## src/rtl/fetch_stage_2stage_if.sv

```systemverilog
// Fetch-stage bundle: hazard-unit control, instruction-memory port and IF/EX latch outputs.
// FETCH_MISALIGN_CHECK_EN adds the fetch_misaligned flag.
interface fetch_stage_2stage_if;
  logic        pc_en;
  logic        npc_sel;
  logic        if_ex_stall;
  logic        if_ex_flush;
  logic [31:0] brj_addr;
  logic        i_ram_busy;
  logic        iren;
  logic [31:0] imem_addr;
  logic        imem_ren;
  logic [31:0] imem_rdata;
  logic        imem_busy;
  logic [31:0] fetch_instr;
  logic [31:0] fetch_pc;
  logic [31:0] fetch_pc4;
  logic        fetch_valid;
`ifdef FETCH_MISALIGN_CHECK_EN
  logic        fetch_misaligned;
`endif

  // Seen from the fetch stage.
  modport slave (
`ifdef FETCH_MISALIGN_CHECK_EN
    output fetch_misaligned,
`endif
    input  pc_en,
    input  npc_sel,
    input  if_ex_stall,
    input  if_ex_flush,
    input  brj_addr,
    output i_ram_busy,
    output iren,
    output imem_addr,
    output imem_ren,
    input  imem_rdata,
    input  imem_busy,
    output fetch_instr,
    output fetch_pc,
    output fetch_pc4,
    output fetch_valid
  );

  // Seen from the hazard unit / memory / execute side.
  modport master (
`ifdef FETCH_MISALIGN_CHECK_EN
    input  fetch_misaligned,
`endif
    output pc_en,
    output npc_sel,
    output if_ex_stall,
    output if_ex_flush,
    output brj_addr,
    input  i_ram_busy,
    input  iren,
    input  imem_addr,
    input  imem_ren,
    output imem_rdata,
    output imem_busy,
    input  fetch_instr,
    input  fetch_pc,
    input  fetch_pc4,
    input  fetch_valid
  );
endinterface

```

## src/rtl/fetch_stage_2stage.sv

```systemverilog
// Instruction fetch stage: PC, imem request, one-entry hold buffer and IF/EX latch.
// Optional FETCH_MISALIGN_CHECK_EN suppresses reads from misaligned PCs and flags them.
module fetch_stage_2stage #(
  parameter logic [31:0] RESET_PC  = 32'h0000_0200,
  parameter logic [31:0] NOP_INSTR = 32'h0000_0013
) (
  input logic                CLK,
  input logic                RST,
  fetch_stage_2stage_if.slave bus
);

  localparam logic [1:0] RST_WAIT = 2'd0;
  localparam logic [1:0] FETCH    = 2'd1;
  localparam logic [1:0] HOLD     = 2'd2;

  logic [1:0]  state_q, state_d;
  logic [31:0] pc_q, pc_d, pc_plus4;
  logic [31:0] instr_q, instr_d;
  logic [31:0] lpc_q, lpc_d;
  logic [31:0] lpc4_q, lpc4_d;
  logic        valid_q, valid_d;
  logic [31:0] hold_instr_q, hold_instr_d;
  logic [31:0] hold_pc_q, hold_pc_d;
  logic        pc_ok;
  logic        ren;
  logic        complete;
  logic        mis_fetch;

`ifdef FETCH_MISALIGN_CHECK_EN
  logic mis_q, mis_d;
  assign pc_ok = (pc_q[1:0] == 2'b00);
  assign bus.fetch_misaligned = mis_q;
`else
  assign pc_ok = 1'b1;
`endif

  assign ren       = (state_q == FETCH) && pc_ok;
  assign mis_fetch = (state_q == FETCH) && !pc_ok;
  assign complete  = ren && !bus.imem_busy;
  assign pc_plus4  = pc_q + 32'd4;

  assign bus.imem_ren    = ren;
  assign bus.iren        = ren;
  assign bus.i_ram_busy  = ren & bus.imem_busy;
  assign bus.imem_addr   = pc_q;
  assign bus.fetch_instr = instr_q;
  assign bus.fetch_pc    = lpc_q;
  assign bus.fetch_pc4   = lpc4_q;
  assign bus.fetch_valid = valid_q;

  always_comb begin
    pc_d = pc_q;
    if (bus.pc_en) begin
      pc_d = bus.npc_sel ? bus.brj_addr : pc_plus4;
    end
  end

  always_comb begin
    state_d = state_q;
    unique case (state_q)
      RST_WAIT: state_d = FETCH;
      FETCH: begin
        if (!bus.if_ex_flush && bus.if_ex_stall && complete) begin
          state_d = HOLD;
        end
      end
      HOLD: begin
        // Either a flush discards the buffer or an unstalled cycle drains it.
        if (bus.if_ex_flush || !bus.if_ex_stall) begin
          state_d = FETCH;
        end
      end
      default: state_d = RST_WAIT;
    endcase
  end

  always_comb begin
    instr_d      = instr_q;
    lpc_d        = lpc_q;
    lpc4_d       = lpc4_q;
    valid_d      = valid_q;
    hold_instr_d = hold_instr_q;
    hold_pc_d    = hold_pc_q;
`ifdef FETCH_MISALIGN_CHECK_EN
    mis_d        = mis_q;
`endif
    if (bus.if_ex_flush) begin
      valid_d = 1'b0;
      instr_d = NOP_INSTR;
`ifdef FETCH_MISALIGN_CHECK_EN
      mis_d   = 1'b0;
`endif
    end else if (bus.if_ex_stall) begin
      if (complete) begin
        hold_instr_d = bus.imem_rdata;
        hold_pc_d    = pc_q;
      end
    end else if (state_q == HOLD) begin
      instr_d = hold_instr_q;
      lpc_d   = hold_pc_q;
      lpc4_d  = hold_pc_q + 32'd4;
      valid_d = 1'b1;
`ifdef FETCH_MISALIGN_CHECK_EN
      mis_d   = 1'b0;
`endif
    end else if (complete) begin
      instr_d = bus.imem_rdata;
      lpc_d   = pc_q;
      lpc4_d  = pc_plus4;
      valid_d = 1'b1;
`ifdef FETCH_MISALIGN_CHECK_EN
      mis_d   = 1'b0;
`endif
    end else if (mis_fetch) begin
      valid_d = 1'b0;
      instr_d = NOP_INSTR;
      lpc_d   = pc_q;
`ifdef FETCH_MISALIGN_CHECK_EN
      mis_d   = 1'b1;
`endif
    end else begin
      valid_d = 1'b0;
      instr_d = NOP_INSTR;
    end
  end

  always_ff @(posedge CLK) begin
    if (RST) begin
      state_q      <= RST_WAIT;
      pc_q         <= RESET_PC;
      instr_q      <= NOP_INSTR;
      lpc_q        <= 32'd0;
      lpc4_q       <= 32'd0;
      valid_q      <= 1'b0;
      hold_instr_q <= 32'd0;
      hold_pc_q    <= 32'd0;
`ifdef FETCH_MISALIGN_CHECK_EN
      mis_q        <= 1'b0;
`endif
    end else begin
      state_q      <= state_d;
      pc_q         <= pc_d;
      instr_q      <= instr_d;
      lpc_q        <= lpc_d;
      lpc4_q       <= lpc4_d;
      valid_q      <= valid_d;
      hold_instr_q <= hold_instr_d;
      hold_pc_q    <= hold_pc_d;
`ifdef FETCH_MISALIGN_CHECK_EN
      mis_q        <= mis_d;
`endif
    end
  end

endmodule

```

## src/flat_wrapper.sv

```systemverilog
// flat-port wrapper written by rule: the top's interface ports become plain ports
module fetch_stage_2stage_flat 
#(
  parameter logic [31:0] RESET_PC  = 32'h0000_0200,
  parameter logic [31:0] NOP_INSTR = 32'h0000_0013
)
  (CLK, RST, bus_pc_en, bus_npc_sel, bus_if_ex_stall, bus_if_ex_flush, bus_brj_addr, bus_i_ram_busy, bus_iren, bus_imem_addr, bus_imem_ren, bus_imem_rdata, bus_imem_busy, bus_fetch_instr, bus_fetch_pc, bus_fetch_pc4, bus_fetch_valid);
  fetch_stage_2stage_if bus_i ();
  input logic CLK;
  input logic RST;
  input wire logic [$bits(bus_i.pc_en)-1:0] bus_pc_en;
  input wire logic [$bits(bus_i.npc_sel)-1:0] bus_npc_sel;
  input wire logic [$bits(bus_i.if_ex_stall)-1:0] bus_if_ex_stall;
  input wire logic [$bits(bus_i.if_ex_flush)-1:0] bus_if_ex_flush;
  input wire logic [$bits(bus_i.brj_addr)-1:0] bus_brj_addr;
  output wire logic [$bits(bus_i.i_ram_busy)-1:0] bus_i_ram_busy;
  output wire logic [$bits(bus_i.iren)-1:0] bus_iren;
  output wire logic [$bits(bus_i.imem_addr)-1:0] bus_imem_addr;
  output wire logic [$bits(bus_i.imem_ren)-1:0] bus_imem_ren;
  input wire logic [$bits(bus_i.imem_rdata)-1:0] bus_imem_rdata;
  input wire logic [$bits(bus_i.imem_busy)-1:0] bus_imem_busy;
  output wire logic [$bits(bus_i.fetch_instr)-1:0] bus_fetch_instr;
  output wire logic [$bits(bus_i.fetch_pc)-1:0] bus_fetch_pc;
  output wire logic [$bits(bus_i.fetch_pc4)-1:0] bus_fetch_pc4;
  output wire logic [$bits(bus_i.fetch_valid)-1:0] bus_fetch_valid;
  assign bus_i.pc_en = bus_pc_en;
  assign bus_i.npc_sel = bus_npc_sel;
  assign bus_i.if_ex_stall = bus_if_ex_stall;
  assign bus_i.if_ex_flush = bus_if_ex_flush;
  assign bus_i.brj_addr = bus_brj_addr;
  assign bus_i_ram_busy = bus_i.i_ram_busy;
  assign bus_iren = bus_i.iren;
  assign bus_imem_addr = bus_i.imem_addr;
  assign bus_imem_ren = bus_i.imem_ren;
  assign bus_i.imem_rdata = bus_imem_rdata;
  assign bus_i.imem_busy = bus_imem_busy;
  assign bus_fetch_instr = bus_i.fetch_instr;
  assign bus_fetch_pc = bus_i.fetch_pc;
  assign bus_fetch_pc4 = bus_i.fetch_pc4;
  assign bus_fetch_valid = bus_i.fetch_valid;
  fetch_stage_2stage #(.RESET_PC(RESET_PC), .NOP_INSTR(NOP_INSTR)) u_core (.CLK(CLK), .RST(RST), .bus(bus_i));
endmodule
```

## config.mk

```make
export PLATFORM = sky130hd
export DESIGN_NAME = fetch_stage_2stage_flat
export DESIGN_NICKNAME = d
export VERILOG_FILES = /design/src/rtl/fetch_stage_2stage_if.sv /design/src/rtl/fetch_stage_2stage.sv /design/src/flat_wrapper.sv
export SDC_FILE = /design/constraint.sdc
export NUM_CORES = 1
export LEC_CHECK = 0
export BUFFER_PORTS_ARGS = -buffer_cell sky130_fd_sc_hd__buf_4
export CORE_MARGIN = 8
export CORE_UTILIZATION = 40
export DETAILED_ROUTE_END_ITERATION = 12
export SKIP_CTS_REPAIR_TIMING = 1
export SYNTH_ARGS = -nofsm -noshare
export SYNTH_HDL_FRONTEND = slang
export SYNTH_SLANG_ARGS = --single-unit
```

## constraint.sdc

```tcl
create_clock -name CLK -period 3.1 [get_ports CLK]
set_clock_uncertainty 0.15 [all_clocks]
set_input_delay 0.31 -clock CLK [delete_from_list [all_inputs] [get_ports CLK]]
set_output_delay 0.31 -clock CLK [all_outputs]
set_load 0.005 [all_outputs]
```

Word level (Yosys, flattened, before mapping)
Index checks and enable logic that the tools add are counted.
{ "op_classes": {"add_sub_neg": 2, "eq_ne": 4, "muxes": 12, "bitwise_logic": 3, "reduce_logical": 13} }
{ "op_table": {"columns": ["cell", "n"], "rows": [
  ["32-bit two-way mux", 7],
  ["32-bit by 3-bit adder with 32-bit output (second input constant)", 2],
  ["2-bit one-hot mux with 3 select lines", 1],
  ["3-bit AND reduction", 2],
  ["2-bit two-way mux", 2],
  ["1-bit logical AND", 3],
  ["1-bit logical NOT", 3],
  ["2-bit by 1-bit == test with 1-bit output (second input constant)", 1],
  ["2-bit == test (second input constant)", 1],
  ["2-bit logical NOT", 1],
  ["1-bit two-way mux", 2],
  ["2-bit by 1-bit != test with 1-bit output (second input constant)", 1],
  ["2-bit != test (second input constant)", 1],
  ["1-bit NOT", 2],
  ["2-bit AND reduction", 1],
  ["2-bit nonzero test", 1],
  ["2-bit OR reduction", 1],
  ["1-bit AND", 1],
  ["1-bit logical OR", 1]
]} }
{ "totals": {"reg_bits": 195, "input_bits": 71, "out_inout_bits": 132, "wordCells": 42} }

Longest topological paths before layout
{ "depth": {"ltp_word": 5, "depth_mapped": 9, "mapped_depth_nobuf": 6} }

Least setup slack after synthesis
OpenSTA, ideal clock, no wires.
{ "synth_path": {"path_kind": "register to register", "from": "reg u_core.pc_q[2], in the netlist u_core.bus.imem_addr[2]", "to": "reg u_core.lpc4_q[26], in the netlist u_core.bus.fetch_pc4[26]", "setup_time_ns": 0.122, "t_arrival_ns": 1.917, "required_time_ns": 2.828, "setup_slack_ns": 0.911, "path_stages_with_launch": 8, "n_path_buf": 1, "synth_period_minus_slack_ns": 2.189, "cell_sequence": "dfxtp_1 -> ha_1 -> nand3_1 -> or3_1 -> buf_2 -> nor3_2 -> xor2_1 -> a221o_1"} }
{ "synth_between": {"elab_chain_cells": 3} }
{ "synth_lines": {"columns": ["item", "line_no", "source"], "rows": [
  ["from (decl)", "fetch_stage_2stage.sv:17", "logic [31:0] pc_q, pc_d, pc_plus4;"],
  ["from (signal assigned)", "fetch_stage_2stage.sv:142", "pc_q <= pc_d;"],
  ["32-bit by 3-bit adder with 32-bit output", "fetch_stage_2stage.sv:40", "assign pc_plus4 = pc_q + 32'd4;"],
  ["32-bit two-way mux", "fetch_stage_2stage.sv:106", "end else if (complete) begin"],
  ["32-bit two-way mux", "fetch_stage_2stage.sv:98", "end else if (state_q == HOLD) begin"],
  ["to (signal assigned)", "fetch_stage_2stage.sv:145", "lpc4_q <= lpc4_d;"],
  ["to (decl)", "fetch_stage_2stage.sv:20", "logic [31:0] lpc4_q, lpc4_d;"]
]} }
No other way between the ends. The select of a mux whose other input is x is not followed.
A chain may end at the register's enable or synchronous reset.

Worst setup path after layout
Ends and elaborated chain as after synthesis.

==> impl_metrics.yaml <==
run_status:
  outcome: "finished with violations"
  violations: "negative hold slack"
power:
  leakagePower_nw: 4.32
  seqPwrFrac: 0.480
  p_per_area_nw_per_um2: 455
  peakVddDrop_uv: 342
  power.switching_mw: 1.41
  p_int_mw: 4.03
  p_sw_frac: 0.259
  combPwrFrac: 0.102
  p_clk_frac: 0.418
  power_mw: 5.44
sta:
  setup_violations: 0
  worstMarginPinSlew_ns: 0.736
  fin_setup_tns_ns: 0
  period_share: 0.844
  fmax_mhz: 382
  hold_slack_ns: -0.0187
  rsz0062_at_grt: "no"
  drv_slew: 0
  slew_headroom: 0.510
  fin_crit_ns: 2.62
  finalHoldViolCount: 3
synthesis:
  netlist_area_um2: 9450
  ys_seq_area_frac: 0.409
  postSynthCellCount: 1234
  synth.avg_cell_area_um2: 7.65
  synth_enable_flop_cells: 0
  synthTopCellsByCount: "nand2_1 (261), dfxtp_1 (193), a21oi_1 (132)"
  synthFlopType: "dfxtp_1"
  yosys.area.top_type: "dfxtp_1"
  yosys_warnings: 0
  yosysUniqueCellTypes: 63
  synth.area.top_cells: "dfxtp_1 (41%), nand2_1 (10%), a21oi_1 (7.0%), nor2_1 (5.0%), a311oi_1 (3.0%)"
  yosysTopAreaCellShare: 0.409
  ys_ff_latch: 193
  yosysMostFrequentCell: "nand2_1"
  async_flop_share: 0
  syn_nets: 1307
final_layout:
  fin_util: 0.512
  seqCellArea_um2: 3860
  antenna_cells: 0
  fin_nets: 1470
  fillers: 2281
  multi_input_area_um2: 5000
  area_growth_syn_to_layout_pct: 26.5
  drive_gt1_frac: 0.206
floorplan:
  die_w_um: 170
  core_um2: 23300
  start_util: 0.405
  std_cell_rows: 56
  dieArea_um2: 28800
  die_h_um: 170
  io_pins: 203
routing:
  drt-wirelength-per-cell_um: 18.2
  viasPerCell: 5.40
  ant_nets: 0
  drc: 0
  dr.pass1.iters: 6
  drt-total-wl_um: 31500
  vias: 9334
  drtIter0Drc: 809
place:
  place.port_buffers: 202
  gp_congestion: 0.835
  hpwlAfterDp_um: 21300
clock_network:
  cts-buffers-inserted: 17
  ctsRootBufferMaster: "clkbuf_16"
  insertion_delay_ns: 0.44
  cts_tree: "built"
  clock_sinks: 193
  path_clk_slew_ns: 0.08
  htree_levels: 4
  clk_path_buf_depth: 2
min_path:
  holdCritStartpoint: "bus_imem_rdata[0]"
  holdPathStages: 3
  holdPathEnd: "u_core.hold_instr_q[0]"
  hold_path_class: "in2reg"
global_routing:
  grt_start_max_net_pins: 80
  grt_pass1_wl_um: 48700
  grt_use_total: 0.212
  antenna_found_initial: 0
  overflow: 0
  grt_pass1_vias: 8546
critical_path:
  worst_r2r_endpoint: "u_core.bus.fetch_pc4[26]"
  r2r_setup_slack_ns: 0.48
  cp-end-kind: "flip-flop"
  crit_type: "reg2reg"
  critPathLaunchType: "flip-flop"
  worstPathMaxFanout: 10
  arrival_ns: 2.79
  rr_worst_depth: 6
  r2r-start: "u_core.bus.imem_addr[2]"
  required_ns: 3.27
job:
  drv_cap: 0
-- area by class of cell --
| type | instances | share of cell area |
|---|---|---|
| well taps | 319 | 0.0334 |
| clock buffers | 20 | 0.0374 |
| clock inverters | 12 | 0.0125 |
| flip-flops and latches | 193 | 0.323 |
| multi-input cells | 913 | 0.419 |
| inverters | 11 | 0.00346 |
| repair buffers | 261 | 0.171 |
-- metal layers --
layer / track usage / up-vias / part of all wire
met5: 0 / - / 0
met4: 0.0519 / 0 / 0.013
met3: 0.0430 / 30 / 0.060
met2: 0.349 / 279 / 0.48
met1: 0.278 / 4387 / 0.45
li1: - / 4638 / -
-- state kept, by name (all words and copies together) (netlist names) --
| register | cells |
|---|---|
| u_core.bus.fetch_pc4 | 32 |
| u_core.bus.fetch_pc | 30 |
| u_core.bus.fetch_valid | 1 |
| u_core.hold_instr_q | 32 |
| u_core.bus.fetch_instr | 32 |
| u_core.hold_pc_q | 32 |
| u_core.state_q | 2 |
| u_core.bus.imem_addr | 32 |
-- stage by stage --
stage               setup slack [ns]  instance area [um^2]  std cells  hold WS, ns
floorplan                      0.911                  9450       1234        0.286
global placement               0.603                 11100       1668        0.291
detailed placement             0.527                 11100       1668        0.297
CTS                            0.503                 11700       1700      -0.0421
global route                   0.324                 11900       1729      0.00159
finish                         0.482                 11900       1729      -0.0187
-- how the worst max path moves through the flow --
stage                             from  slack [ns]  depth (start not counted)                       end
3_3_place_gp   u_core.bus.imem_addr[2]        0.60                          6  u_core.bus.fetch_pc4[26]
2_1_floorplan  u_core.bus.imem_addr[2]        0.91                          7  u_core.bus.fetch_pc4[26]
4_1_cts        u_core.bus.imem_addr[2]        0.50                          6  u_core.bus.fetch_pc4[26]
5_1_grt        u_core.bus.imem_addr[2]        0.32                          6  u_core.bus.fetch_pc4[26]
3_5_place_dp   u_core.bus.imem_addr[2]        0.53                          6  u_core.bus.fetch_pc4[26]
6_report       u_core.bus.imem_addr[2]        0.48                          6  u_core.bus.fetch_pc4[26]
-- cells by family after synthesis --
kind of cell	Yosys count	synth area share
DFF	193	0.409
adders and majority gates	2	0.00265
and+or+nand+nor	540	0.263
muxes	7	0.00742
xor gates and xnor gates	41	0.0380
buffers and inverters	128	0.0635
AOI/OAI and AO/OA	323	0.217
-- worst max-delay path: stages, from the launching register on --
cell and delay, ns:
dfxtp_1 0.51, ha_1 0.29, nand3_1 0.26, or3_1 0.67, nor3_2 0.21, xor2_1 0.09
a221o_1 0.31
-- cell usage in the layout, fill, tap and decap left out, types with 4 or more instances in the layout --
cell type      instances
nand2_1              261
buf_4                231
dfxtp_1              193
a21oi_1              132
nor2_1               126
o21ai_0               47
a22oi_1               37
a311oi_1              32
nand3_1               31
xnor2_1               30
dlygate4sd3_1         29
nor3_1                18
clkbuf_16             17
nor4_1                14
and2_1                14
o211ai_1              13
nand4_1               12
a31oi_1               11
and4_1                11
xor2_1                11
or3_1                  9
inv_1                  9
mux2i_1                7
and3_1                 7
o31ai_1                5
a22o_1                 5
o22ai_1                5
nand2b_1               5
or2_2                  5
nand3b_1               5
clkinvlp_4             5
a211oi_1               4
a21o_1                 4
nor3_2                 4
o221ai_1               4
o31a_1                 4
-- power by group through the flow --
| stage | sequential (mW) | combinational (mW) | clock [mW] |
|---|---|---|---|
| 6_report | 2.61 | 0.556 | 2.27 |
| 4_1_cts | 2.61 | 0.530 | 2.32 |
| 3_5_place_dp | 2.67 | 0.528 | 0 |
| 3_3_place_gp | 2.66 | 0.525 | 0 |
| 5_1_grt | 2.62 | 0.608 | 2.43 |
| 2_1_floorplan | 2.64 | 0.295 | 0 |
Note: power is estimated with default switching activity, not from simulation.
